**config.mk**
```make
export PLATFORM = sky130hd
export DESIGN_NAME = prog_timer_flat
export DESIGN_NICKNAME = d
export VERILOG_FILES = /design/src/rtl/prog_timer_if.sv /design/src/rtl/prog_timer.sv /design/src/flat_wrapper.sv
export SDC_FILE = /design/constraint.sdc
export NUM_CORES = 1
export LEC_CHECK = 0
export ABC_AREA = 1
export CAP_MARGIN = 20
export CORE_ASPECT_RATIO = 0.75
export CORE_MARGIN = 1
export CORE_UTILIZATION = 53
export CTS_CLUSTER_SIZE = 28
export DETAILED_ROUTE_END_ITERATION = 10
export PLACE_DENSITY = 0.8
export SLEW_MARGIN = 20
export SYNTH_ARGS = -nofsm -noshare
export SYNTH_HDL_FRONTEND = slang
export SYNTH_SLANG_ARGS = --single-unit
```
**constraint.sdc**
```tcl
create_clock -name clk -period 1.8 [get_ports clk]
set_input_delay 0.36 -clock clk [delete_from_list [all_inputs] [get_ports clk]]
set_output_delay 0.36 -clock clk [all_outputs]
set_load 0.02 [all_outputs]
```
**src/rtl/prog_timer_if.sv**
```systemverilog
// Bus bundle between prog_timer and its controller.
// The PWM compare/output pair exists only when TIMER_PWM_EN is defined.
interface prog_timer_if #(
  parameter int WIDTH   = 16,
  parameter int PRESC_W = 8
);
  logic               en;
  logic               load;
  logic [WIDTH-1:0]   reload_val;
  logic [PRESC_W-1:0] presc_div;
  logic               periodic;
  logic               irq_clr;
  logic [WIDTH-1:0]   count;
  logic               tick;
  logic               expire;
  logic               irq;
  logic               div_out;
  logic               busy;
`ifdef TIMER_PWM_EN
  logic [WIDTH-1:0]   cmp_val;
  logic               pwm_out;
`endif

  modport master (
    output en, load, reload_val, presc_div, periodic, irq_clr,
`ifdef TIMER_PWM_EN
    output cmp_val,
    input  pwm_out,
`endif
    input  count, tick, expire, irq, div_out, busy
  );

  modport slave (
    input  en, load, reload_val, presc_div, periodic, irq_clr,
`ifdef TIMER_PWM_EN
    input  cmp_val,
    output pwm_out,
`endif
    output count, tick, expire, irq, div_out, busy
  );
endinterface

```
**src/rtl/prog_timer.sv**
```systemverilog
// Synchronous prescaler + loadable down-counter timer with sticky irq and divided output.
// Optional PWM compare output is built when TIMER_PWM_EN is defined.
//
// state | meaning
// ------+---------------------------------------------------
// IDLE  | after reset, timer not armed, count held at 0
// RUN   | armed, prescaler/counter advance while en is high
// DONE  | one-shot expired, count held at 0 until next load
module prog_timer #(
  parameter int WIDTH   = 16,
  parameter int PRESC_W = 8
) (
  input  logic        clk,
  input  logic        rst,
  prog_timer_if.slave bus
);

  typedef enum logic [1:0] {
    IDLE = 2'd0,
    RUN  = 2'd1,
    DONE = 2'd2
  } state_t;

  state_t             state_q;
  logic [WIDTH-1:0]   count_q;
  logic [WIDTH-1:0]   reload_q;
  logic [PRESC_W-1:0] presc_q;
  logic               tick_q;
  logic               expire_q;
  logic               irq_q;
  logic               div_q;
  logic               busy_q;

  logic run_en;
  logic presc_term;
  logic expiry;

  // load has priority over any terminal count in the same cycle
  always_comb begin
    run_en     = (state_q == RUN) && bus.en && !bus.load;
    presc_term = run_en && (presc_q == bus.presc_div);
    expiry     = presc_term && (count_q == '0);
  end

  always_ff @(posedge clk or posedge rst) begin
    if (rst) begin
      state_q  <= IDLE;
      count_q  <= '0;
      reload_q <= '0;
      presc_q  <= '0;
      tick_q   <= 1'b0;
      expire_q <= 1'b0;
      div_q    <= 1'b0;
      busy_q   <= 1'b0;
    end else begin
      tick_q   <= 1'b0;
      expire_q <= 1'b0;
      if (bus.load) begin
        count_q  <= bus.reload_val;
        reload_q <= bus.reload_val;
        presc_q  <= '0;
        state_q  <= RUN;
        busy_q   <= 1'b1;
      end else if (run_en) begin
        if (presc_term) begin
          presc_q <= '0;
          tick_q  <= 1'b1;
          if (count_q != '0) begin
            count_q <= count_q - 1'b1;
          end else begin
            expire_q <= 1'b1;
            div_q    <= ~div_q;
            if (bus.periodic) begin
              count_q <= reload_q;
            end else begin
              count_q <= '0;
              state_q <= DONE;
              busy_q  <= 1'b0;
            end
          end
        end else begin
          // a prescaler above a freshly lowered presc_div wraps through 2^PRESC_W
          presc_q <= presc_q + 1'b1;
        end
      end
    end
  end

  // expiry beats a simultaneous clear so no event is lost
  always_ff @(posedge clk or posedge rst) begin
    if (rst)
      irq_q <= 1'b0;
    else if (expiry)
      irq_q <= 1'b1;
    else if (bus.irq_clr)
      irq_q <= 1'b0;
  end

  assign bus.count   = count_q;
  assign bus.tick    = tick_q;
  assign bus.expire  = expire_q;
  assign bus.irq     = irq_q;
  assign bus.div_out = div_q;
  assign bus.busy    = busy_q;

`ifdef TIMER_PWM_EN
  logic pwm_q;

  always_ff @(posedge clk or posedge rst) begin
    if (rst)
      pwm_q <= 1'b0;
    else
      pwm_q <= (state_q == RUN) && (count_q < bus.cmp_val);
  end

  assign bus.pwm_out = pwm_q;
`endif

endmodule

```
**src/flat_wrapper.sv**
```systemverilog
// flat-port wrapper written by rule: the top's interface ports become plain ports
module prog_timer_flat 
#(
  parameter int WIDTH   = 16,
  parameter int PRESC_W = 8
)
  (clk, rst, bus_en, bus_load, bus_reload_val, bus_presc_div, bus_periodic, bus_irq_clr, bus_count, bus_tick, bus_expire, bus_irq, bus_div_out, bus_busy);
  prog_timer_if #(.WIDTH(WIDTH), .PRESC_W(PRESC_W)) bus_i ();
  input  logic clk;
  input  logic rst;
  input wire logic [$bits(bus_i.en)-1:0] bus_en;
  input wire logic [$bits(bus_i.load)-1:0] bus_load;
  input wire logic [$bits(bus_i.reload_val)-1:0] bus_reload_val;
  input wire logic [$bits(bus_i.presc_div)-1:0] bus_presc_div;
  input wire logic [$bits(bus_i.periodic)-1:0] bus_periodic;
  input wire logic [$bits(bus_i.irq_clr)-1:0] bus_irq_clr;
  output wire logic [$bits(bus_i.count)-1:0] bus_count;
  output wire logic [$bits(bus_i.tick)-1:0] bus_tick;
  output wire logic [$bits(bus_i.expire)-1:0] bus_expire;
  output wire logic [$bits(bus_i.irq)-1:0] bus_irq;
  output wire logic [$bits(bus_i.div_out)-1:0] bus_div_out;
  output wire logic [$bits(bus_i.busy)-1:0] bus_busy;
  assign bus_i.en = bus_en;
  assign bus_i.load = bus_load;
  assign bus_i.reload_val = bus_reload_val;
  assign bus_i.presc_div = bus_presc_div;
  assign bus_i.periodic = bus_periodic;
  assign bus_i.irq_clr = bus_irq_clr;
  assign bus_count = bus_i.count;
  assign bus_tick = bus_i.tick;
  assign bus_expire = bus_i.expire;
  assign bus_irq = bus_i.irq;
  assign bus_div_out = bus_i.div_out;
  assign bus_busy = bus_i.busy;
  prog_timer #(.WIDTH(WIDTH), .PRESC_W(PRESC_W)) u_core (.clk(clk), .rst(rst), .bus(bus_i));
endmodule
```
==> results by group <==
Status
  • Outcome: complete, no violations

Routing
  • Drt total wl: between 7 and 8 mm
  • Total iterations of the first detailed-routing run: 4
  • Vias per cell: 5.10
  • DR vias: between 2,000 and 3,000
  • # DRC: 0
  • Initial drt markers: 240
  • Average wire per standard cell: 13.9 microns
  • Routed Antenna Nets: 0

Floorplan
  • Rows: 22
  • Core Box Area: 5010 sq um
  • Die X: 86.3 microns
  • # IOs: 51
  • Die ar.: 5630 sq um
  • Die Ht: 65.2 microns
  • Initial Util: 0.564

GRT
  • Number of antenna violations at the first check in global routing: 0
  • Met2 track demand over resource: 0.448
  • Met1 Use GR: 0.438
  • Vias in the first global route: approximately 2,700
  • GRT Total Usage: 0.297
  • Met3 usage: 0.0477
  • Global route hottest layer: met2
  • Grt total ovfl: 0
  • First-pass GRT wire length: 12.7 mm
  • Largest net degree at the start of global routing: 47

Pwr
  • Power Density: 714 nW/um^2
  • Worst VDD drop: 588 uV
  • LEAKAGE: 1.94 nW
  • Total Power: around 2.7 mW

Clock network
  • Clock Latency Late Sink: 0.30 ns
  • Clock tree buffer depth: 2
  • H-tree depth: 2
  • CTS Root Cell: clkbuf_8
  • Clk sinks: between 40 and 50
  • Clk slew on worst S/H paths: ~0.080 ns
  • CTS tree: yes
  • CTS buffer count: 5
  • # hold bufs at CTS: 0

Cells and area
  • Final #Nets: 523
  • Utilization after layout: 0.742
  • Share of cells above drive strength 1: 0.129
  • Synth-to-Final Area Change: 31.5%
  • Cell area after layout: 3720 sq um
  • Antenna Cells: 0

Place
  • PortBufs: 50
  • Place WS: -0.151 ns
  • RD Place Congestion: 0.957
  • Hpwl dp: between 5 and 6 mm
  • Dpl cell area: between 3000 and 4000 sq um

Synth
  • Syn_area_per_cell: 6.78 sq um
  • Synth Flop Type: dfrtp_1
  • Synth cell types: 31
  • Ys async rst share: 1.00
  • Mapped Nets: 450
  • Sequential area share after synthesis: 0.407
  • Post-synth EDFFs: 0
  • Post-synth top area share: 0.407
  • Post-synthesis register bit count: 46
  • Synth area leader: dfrtp_1
  • Synth cell count leaders: 167 x nand2_1, 50 x nor2_1, 46 x dfrtp_1
  • Post-Syn Instances: ~420
  • Count leader, synth: nand2_1
  • Synth top area cells: dfrtp_1 41%, nand2_1 22%, nor2_1 6.6%
  • Yosys Warn Count: 0
  • Synth Cell Area: 2830 sq um

Worst setup path
  • Crit path cell chain: buf_4 > clkdlybuf4s50_1
  • Max incr delay on CP: 0.60 ns
  • Reg2reg start: u_core.bus.count[0]$_DFFE_PP0P_
  • WP data arrival: 1.39 ns
  • Worst reg-to-reg setup slack: 0.10 ns
  • Crit-path slowest cell: clkdlybuf4s50_1
  • Startpoint types: flip-flop
  • Maximum fanout along the worst path: 2
  • Worst setup EP type: output pin
  • Critical path class: flip-flop to output pin
  • Worst EP required: 1.44 ns
  • Reg-to-reg critical path endpoint: u_core.bus.count[11]$_DFFE_PP0P_
  • Worst Reg-to-Reg Cells: 12

STA
  • Min Clock Period, post-route: approximately 1.8 ns
  • Setup ws final: 0.0494 ns
  • Tcrit/Tclk final: 0.973
  • Worst slew pin tran: 0.547 ns
  • Final Hold Slack: around 0.39 ns
  • Pins Over Slew Limit: 0
  • Fmax: 571 MHz
  • Setup Skew: 0.00284 ns
  • Final Hold Fails: 0
  • RSZ-0062 raised after global routing: true
  • Final setup viols: 0
  • Slew headroom: 0.632

Flow run
  • Max cap viols: 0

Worst hold path
  • Min-delay worst type: input port to async pin
-- layout make-up --
type	instances	area [sq um]
Clock buffer	7	76.3
Fill cell	419	1290
Inverter	49	185
Multi-Input combinational cell	311	1460
Sequential cell	46	1150
Tap cell	72	90.1
Timing Repair Buffer	77	752
-- worst max-delay path by stage --
stage	start	cells after the start	to
final	u_core.bus.count[0]$_DFFE_PP0P_	2	bus_count[0]
after global routing	u_core.bus.count[0]$_DFFE_PP0P_	12	u_core.bus.count[11]$_DFFE_PP0P_
after floorplan	u_core.bus.count[0]$_DFFE_PP0P_	12	u_core.bus.count[11]$_DFFE_PP0P_
after CTS	u_core.bus.count[0]$_DFFE_PP0P_	12	u_core.bus.count[11]$_DFFE_PP0P_
after global placement	bus_presc_div[4]	11	u_core.bus.count[12]$_DFFE_PP0P_
after detailed placement	bus_presc_div[0]	10	u_core.bus.count[11]$_DFFE_PP0P_
-- critical path, delay by kind of cell (launching register included) --
family | cells | cell delay [ns]
buffers and inverters | 2 | 0.72
flip-flops | 1 | 0.37
-- flip-flops by register name, indices dropped and copies added, names as in the netlist --
| register | count |
|---|---|
| u_core.bus.expire | 1 |
| u_core.bus.div_out | 1 |
| u_core.presc_q | 8 |
| u_core.bus.count | 16 |
| u_core.bus.irq | 1 |
| u_core.reload_q | 16 |
| u_core.bus.tick | 1 |
| u_core.state_q | 2 |
-- metrics by stage --
step	TNS, ns	instances
2_1_floorplan	0	417
3_3_place_gp	-0.552	552
3_5_place_dp	-1.16	552
4_1_cts	-0.0310	559
5_1_grt	-0.00583	562
6_report	0	562
-- cell usage in the layout (no fill, tap or decap) --
cell	count
o211ai_1	5
nor4_1	1
or2_1	1
inv_1	42
nor3_1	1
dlygate4sd2_1	3
nand3_1	27
nand2_2	1
buf_12	3
o21ai_2	1
o21ai_0	10
nand3_4	1
dfrtp_1	46
nor2_4	5
nand4_1	3
nand3b_1	3
xnor2_1	5
clkdlybuf4s50_1	41
clkbuf_1	2
buf_4	24
clkbuf_8	5
ha_1	2
o21ai_1	3
nor3_2	2
a211oi_1	2
a21oi_2	1
nand3_2	2
dlymetal6s2s_1	6
inv_2	6
nand2_1	167
ha_4	1
clkinv_2	1
a21oi_1	9
xor2_1	1
nor2_1	47
or2_2	2
nor2_2	8
-- cell families (layout without fill, tap and decap cells) --
family / Yosys count / after routing / synth area share
xor+xnor: 6 / 6 / 0.0186
compound gates: 31 / 31 / 0.0624
buf+inv: 60 / 133 / 0.0890
flops: 46 / 46 / 0.407
simple gates: 271 / 271 / 0.409
fa+ha+maj: 3 / 3 / 0.0133
-- power breakdown --
part / internal (mW) / switching [mW]
Combinational: 0.351 / 0.472
Sequential: 1.12 / 0.101
Clock: 0.268 / 0.341
Total: 1.74 / 0.914
-- repair_timing --
| item | CTS | global route |
|---|---|---|
| resized for setup | 3 | 17 |
| setup endpoints to repair | 5 | 20 |
| setup buffers | 0 | 3 |
| pin swaps | 1 | 3 |
-- metal layers --
metal  part of all wire  up-vias
met2               0.43      116
met1               0.47     1301
met5                  0        -
li1                   -     1436
met4              0.018        0
met3              0.084       13
Power figures use the tool's default switching activity.
==> patch 1, RTL diff (same flow settings) <==
`WIDTH` is set to 16 in 3 places; all go to 18.
--- a/src/rtl/prog_timer_if.sv
+++ b/src/rtl/prog_timer_if.sv
@@ -1,7 +1,7 @@
 // Bus bundle between prog_timer and its controller.
 // The PWM compare/output pair exists only when TIMER_PWM_EN is defined.
 interface prog_timer_if #(
-  parameter int WIDTH   = 16,
+  parameter int WIDTH   = 18,
   parameter int PRESC_W = 8
 );
   logic               en;
--- a/src/rtl/prog_timer.sv
+++ b/src/rtl/prog_timer.sv
@@ -7,7 +7,7 @@
 // RUN   | armed, prescaler/counter advance while en is high
 // DONE  | one-shot expired, count held at 0 until next load
 module prog_timer #(
-  parameter int WIDTH   = 16,
+  parameter int WIDTH   = 18,
   parameter int PRESC_W = 8
 ) (
   input  logic        clk,
--- a/src/flat_wrapper.sv
+++ b/src/flat_wrapper.sv
@@ -1,7 +1,7 @@
 // flat-port wrapper written by rule: the top's interface ports become plain ports
 module prog_timer_flat 
 #(
-  parameter int WIDTH   = 16,
+  parameter int WIDTH   = 18,
   parameter int PRESC_W = 8
 )
   (clk, rst, bus_en, bus_load, bus_reload_val, bus_presc_div, bus_periodic, bus_irq_clr, bus_count, bus_tick, bus_expire, bus_irq, bus_div_out, bus_busy);
Interface: changed (resized bus_count and bus_reload_val); port bits go from 51 to 55. The function was not compared with the original's and may differ.
==> patch 1 against the unedited design <==
  * Synthesized area is 12% higher
  * Global-route usage is 1.3 points lower
  * Final area is 14% higher
  * Power is 17% higher
  * First-iteration DRC count is 4.6% higher
  * Clock skew is 0.0042 ns higher
  * Sequential power is 7% higher
  * Die area is 12% higher
  * Routed wire length is 8.3% higher
  * Sequential cell count is 4 higher
  * Setup slack worse by 0.0089 ns
  * Combinational power is 23% higher
  * Critical path type is now input port to flop
  * Critical endpoint is now u_core.bus.count[7]
==> patch 1: results <==
set metrics [dict create \
    globalRouteTotalUtil_pct 28.4 \
    most_area_consuming_cells_after_synthesis "dfrtp_1 39%, nand2_1 25%, inv_1 5.8%, nor2_1 5.1%, nand3_1 2.4%" \
    slowest_delay_ns 0.48 \
    fin_nets 591 \
    cts_root_buf "clkbuf_8" \
    synth_seq_area_share_pct 39.5 \
    globalplace.congestion 0.943 \
    grt_pass1_vias 2899 \
    dp_hpwl_microns 6330 \
    grt_start_max_net_pins 36 \
    n_antenna_cell 0 \
    critical_path.max_fanout 4 \
    clock-skew-final_ns 0.00703 \
    io_buffer_count 54 \
    antenna_found_initial 0 \
    synthesis.nets 501 \
    cts-root-to-sink-buffers 2 \
    wl_per_cell_microns 13.4 \
    yosys_warnings 0 \
    run_status "complete, no violations" \
    vdd_drop_max_mv 0.420 \
    register_clock_pin_slew_on_the_reported_worst_setup_and_hold_paths_ns 0.09 \
    drtIter0Drc 251 \
    insertion_delay_ns 0.30 \
    worst-endpoint-arrival_ns 2.01 \
    h-tree-depth 2 \
    slowest_stage "clkdlybuf4s50_1" \
    total_leakage_power_nw 2.39 \
    cts-buffers-inserted 5 \
    worstHoldPathType "input port to async pin" \
    final_layout_size_suffix_gt1_share_pct 15.2 \
    asyncSetResetFlopFracSynth_pct 100 \
    fillers 424 \
    slew-limit-headroom_pct 67.4 \
    netlist_top_cells_count "210 x nand2_1, 50 x dfrtp_1, 49 x inv_1, 43 x nor2_1, 15 x nand3_1" \
    critical_path.top_delay_family "buffers and inverters" \
    route.detailed.vias_per_inst 5.25 \
    grt_first_pass_wirelength_microns 13700 \
    detailedRoute.firstPassIterationCount 5 \
    yosysUniqueCellTypes 34 \
]
==> patch 1: cell types whose count changed after synthesis, moves of 3 or more <==
| cell | delta |
|---|---|
| dfrtp_1 | +4 |
| inv_1 | +4 |
| nand2_1 | +43 |
| nand2_2 | +4 |
| nand3_1 | -12 |
| nand4_1 | +7 |
| nor2_1 | -7 |
| o211ai_1 | -5 |
| o21ai_0 | +4 |
| o21ai_2 | +3 |
| xor2_1 | +3 |
==> patch 1: kinds of logic (layout without fill, tap and decap cells) <==
family          Yosys count  in the layout  synth area share (%)
simple gates            305            305                  41.6
flops                    50             50                  39.5
fa+ha+maj                 2              2                 0.790
compound gates           36             36                  6.79
xor+xnor                  8              8                  2.21
buf+inv                  66            157                  9.08
==> patch 1: path summary, 6_finish.rpt <==
check | start | to | slack (ns) | depth (start not counted)
setup reg to reg | u_core.bus.count[1] | u_core.bus.count[9] | 0.11 | 10
hold reg to reg | u_core.reload_q[2] | u_core.reload_q[2] | 0.47 | 2
setup / recovery | bus_presc_div[2] | u_core.bus.count[7] | 0.04 | 11
hold / removal | rst | u_core.state_q[0] | 0.33 | 2
min in group clk | u_core.reload_q[2] | u_core.reload_q[2] | 0.47 | 2
max in group asynchronous | rst | u_core.reload_q[15] | 0.97 | 3
==> patch 1: power by group <==
group          internal, mW  total, mW  leakage (nW)  switching (mW)
combinational         0.430       1.01          1.71           0.584
clock                 0.416      0.784        0.0524           0.368
sequential             1.22       1.30         0.625          0.0832
total                  2.07       3.10          2.39            1.03
==> patch 1: metrics by stage <==
stage	setup slack, ns	utilization (%)	setup TNS, ns	std cells	area (sq um)
after floorplan	0.0833	-	0	467	3170
after global placement	-0.388	72.8	-8.75	623	4040
after detailed placement	-0.486	72.8	-10.36	623	4040
after CTS	0.00135	74.7	0	631	4150
after global routing	-0.00125	76.5	-0.00125	633	4250
final	0.0405	76.5	0	633	4250
==> patch 1: timing repair <==
item,CTS,global route
setup endpoints to repair,24,37
gates resized for setup,4,28
hold endpoints to repair,0,0
gates cloned,0,1
pin swaps,0,4
buffers inserted,0,1
==> patch 1: worst register-to-register path, stage by stage, from the launching register on <==
cell and delay (ns):
dfrtp_1 0.39, buf_4 0.15, nor2_1 0.15, nand2_1 0.19, nor2_4 0.22, nand3_1 0.10, nand2_1 0.08, nand2_1 0.07
nand2_1 0.06, nand2_1 0.05, a21oi_1 0.15
==> patch 1: layer usage <==
metal	vias up	share of wire (%)	track usage, %
met3	14	11	6.58
met4	0	1.3	8.33
li1	1616	-	-
met1	1513	46	41.0
met2	181	42	42.8
met5	-	0	0
==> patch 1: layout make-up <==
cell class / count / area share (%)
flip-flops and latches: 50 / 29.4
repair buffers: 96 / 21.7
multi-input cells: 351 / 39.3
clock inverters: 1 / 0.707
inverters: 53 / 4.80
well taps: 75 / 2.21
clock buffers: 7 / 1.80
==> patch 2, RTL diff (config.mk and constraints unchanged) <==
Without the edit above. The 3 states of `state_t` get a one-hot encoding in 3 bits.
--- a/src/rtl/prog_timer.sv
+++ b/src/rtl/prog_timer.sv
@@ -15,10 +15,10 @@
   prog_timer_if.slave bus
 );
 
-  typedef enum logic [1:0] {
-    IDLE = 2'd0,
-    RUN  = 2'd1,
-    DONE = 2'd2
+  typedef enum logic [2:0] {
+    IDLE = 3'b001,
+    RUN  = 3'b010,
+    DONE = 3'b100
   } state_t;
 
   state_t             state_q;
Behaviour: no difference found for any inputs over 10 cycles, from zero or initial values and one cycle with rst high; not proved beyond that.
==> patch 2 against the unedited design <==
  * First-iteration DRC count is 10% lower
  * Highest routed layer unchanged
  * Final area down 3.3%
  * Register-to-register slack better by 0.04 ns
  * Sequential share of layout area up 1.8 points
  * Critical path depth is 1 lower
  * Setup slack got worse by 0.017 ns
  * Synthesized area is 1.3% lower
  * Non-clock buffer count fell by 10
  * Final cell count fell by 3.4%
  * Clock skew is 0.0031 ns higher
  * Sequential cell count grew 1
  * Routed wire length fell by 15%
  * Power up 5.2%
==> patch 2: results <==
set metrics [dict create \
    clock_tree_area_fraction_pct 3.27 \
    dp_hpwl_microns 4740 \
    synthXorXnorAreaFrac_pct 1.88 \
    globalplace.congestion 0.888 \
    multiInputCombCellCount 299 \
    clock-skew-final_ns 0.00595 \
    synth_compound_gate_area_share_pct 4.22 \
    run_status "complete, no violations" \
    fillers 412 \
    route.detailed.vias_per_inst 5.05 \
    power_frac_clock_pct 28.9 \
    multi_input_area_share_pct 38.2 \
    grt_start_max_net_pins 48 \
    synth_fa_ha_area_share_pct 1.35 \
    critical_path.max_fanout 6 \
    synth_seq_cells 47 \
    grt_pass1_vias 2352 \
    final_layout_size_suffix_gt1_share_pct 9.98 \
    switchingPower_uw 872 \
    globalRouteTotalUtil_pct 26.1 \
    netlist_top_cells_count "152 x nand2_1, 47 x nand3_1, 46 x dfrtp_1, 45 x nor2_1, 43 x inv_1" \
    wl_per_cell_microns 12.2 \
    detailedRoute.firstPassIterationCount 5 \
    slowest_delay_ns 0.65 \
    num-nonclk-buffers 67 \
    fin_nets 503 \
    total_leakage_power_nw 1.91 \
    grt_first_pass_wirelength_microns 11100 \
    most_area_consuming_cells_after_synthesis "dfrtp_1 41%, nand2_1 20%, nand3_1 8.4%, nor2_1 6.1%, inv_1 5.8%" \
    cts-buffers-inserted 5 \
    chipWidth_microns 85.8 \
    layout.nonclk_buf_share_pct 18.1 \
    sh_seq_area_pct 32.8 \
    placed_cell_area_sq_mm 0.00345 \
    yosysUniqueCellTypes 33 \
    nClkBuffers 6 \
    worst-endpoint-arrival_ns 1.41 \
    layout.non_clock_inverters 50 \
    power.sequential.fraction_pct 44.1 \
    vdd_drop_max_mv 0.524 \
    synth_seq_area_share_pct 42.2 \
    drtIter0Drc 215 \
    timing_worst_slew_pin_value_ns 0.339 \
]
[patch 2: cell count changes in the layout (fill, tap and decap cells not counted), moves of 5 or more]
cell,before,now
xor2_1,1,6
nand2_1,167,152
nand3_1,27,47
nor2_1,47,42
xnor2_1,5,0
buf_4,24,16
[patch 2: stage by stage]
step | util (%) | power [mW] | cells | setup TNS [ns]
floorplan | - | 1.68 | 406 | 0
global placement | 69.3 | 1.98 | 535 | -1.98
detailed placement | 69.3 | 1.99 | 535 | -2.56
CTS | 71.7 | 2.81 | 543 | 0
global route | 72.1 | 2.95 | 543 | -0.00967
finish | 72.1 | 2.79 | 543 | 0
[patch 2: layer usage]
metal	part of all wire [%]	up-vias	track usage, %
met5	0	-	0
met4	1.1	0	7.92
met3	7.0	7	4.33
met2	43	114	38.5
met1	49	1233	39.4
li1	-	1389	-
[patch 2: cell families (layout without fill, tap and decap cells)]
family | Yosys count | in the layout
DFF | 47 | 47
xor gates and xnor gates | 6 | 6
AOI/OAI and AO/OA | 21 | 21
and+or+nand+nor | 269 | 269
adders and majority gates | 3 | 3
buffers and inverters | 60 | 125
[patch 2: final timing paths]
path / from / endpoint / slack (ns) / cells past startpoint
min: rst / u_core.bus.div_out / 0.39 / 3
max reg2reg: u_core.bus.count[9] / u_core.bus.count[1] / 0.14 / 10
min in group clk: u_core.reload_q[8] / u_core.reload_q[8] / 0.47 / 2
max: u_core.bus.count[7] / bus_count[7] / 0.03 / 1
min reg2reg: u_core.reload_q[8] / u_core.reload_q[8] / 0.47 / 2
max in group asynchronous: rst / u_core.state_q[0] / 1.14 / 3
[patch 2: repair_timing]
item                       CTS  global route
resized for setup            1             8
setup endpoints to repair    1            14
hold endpoints to repair     0             0
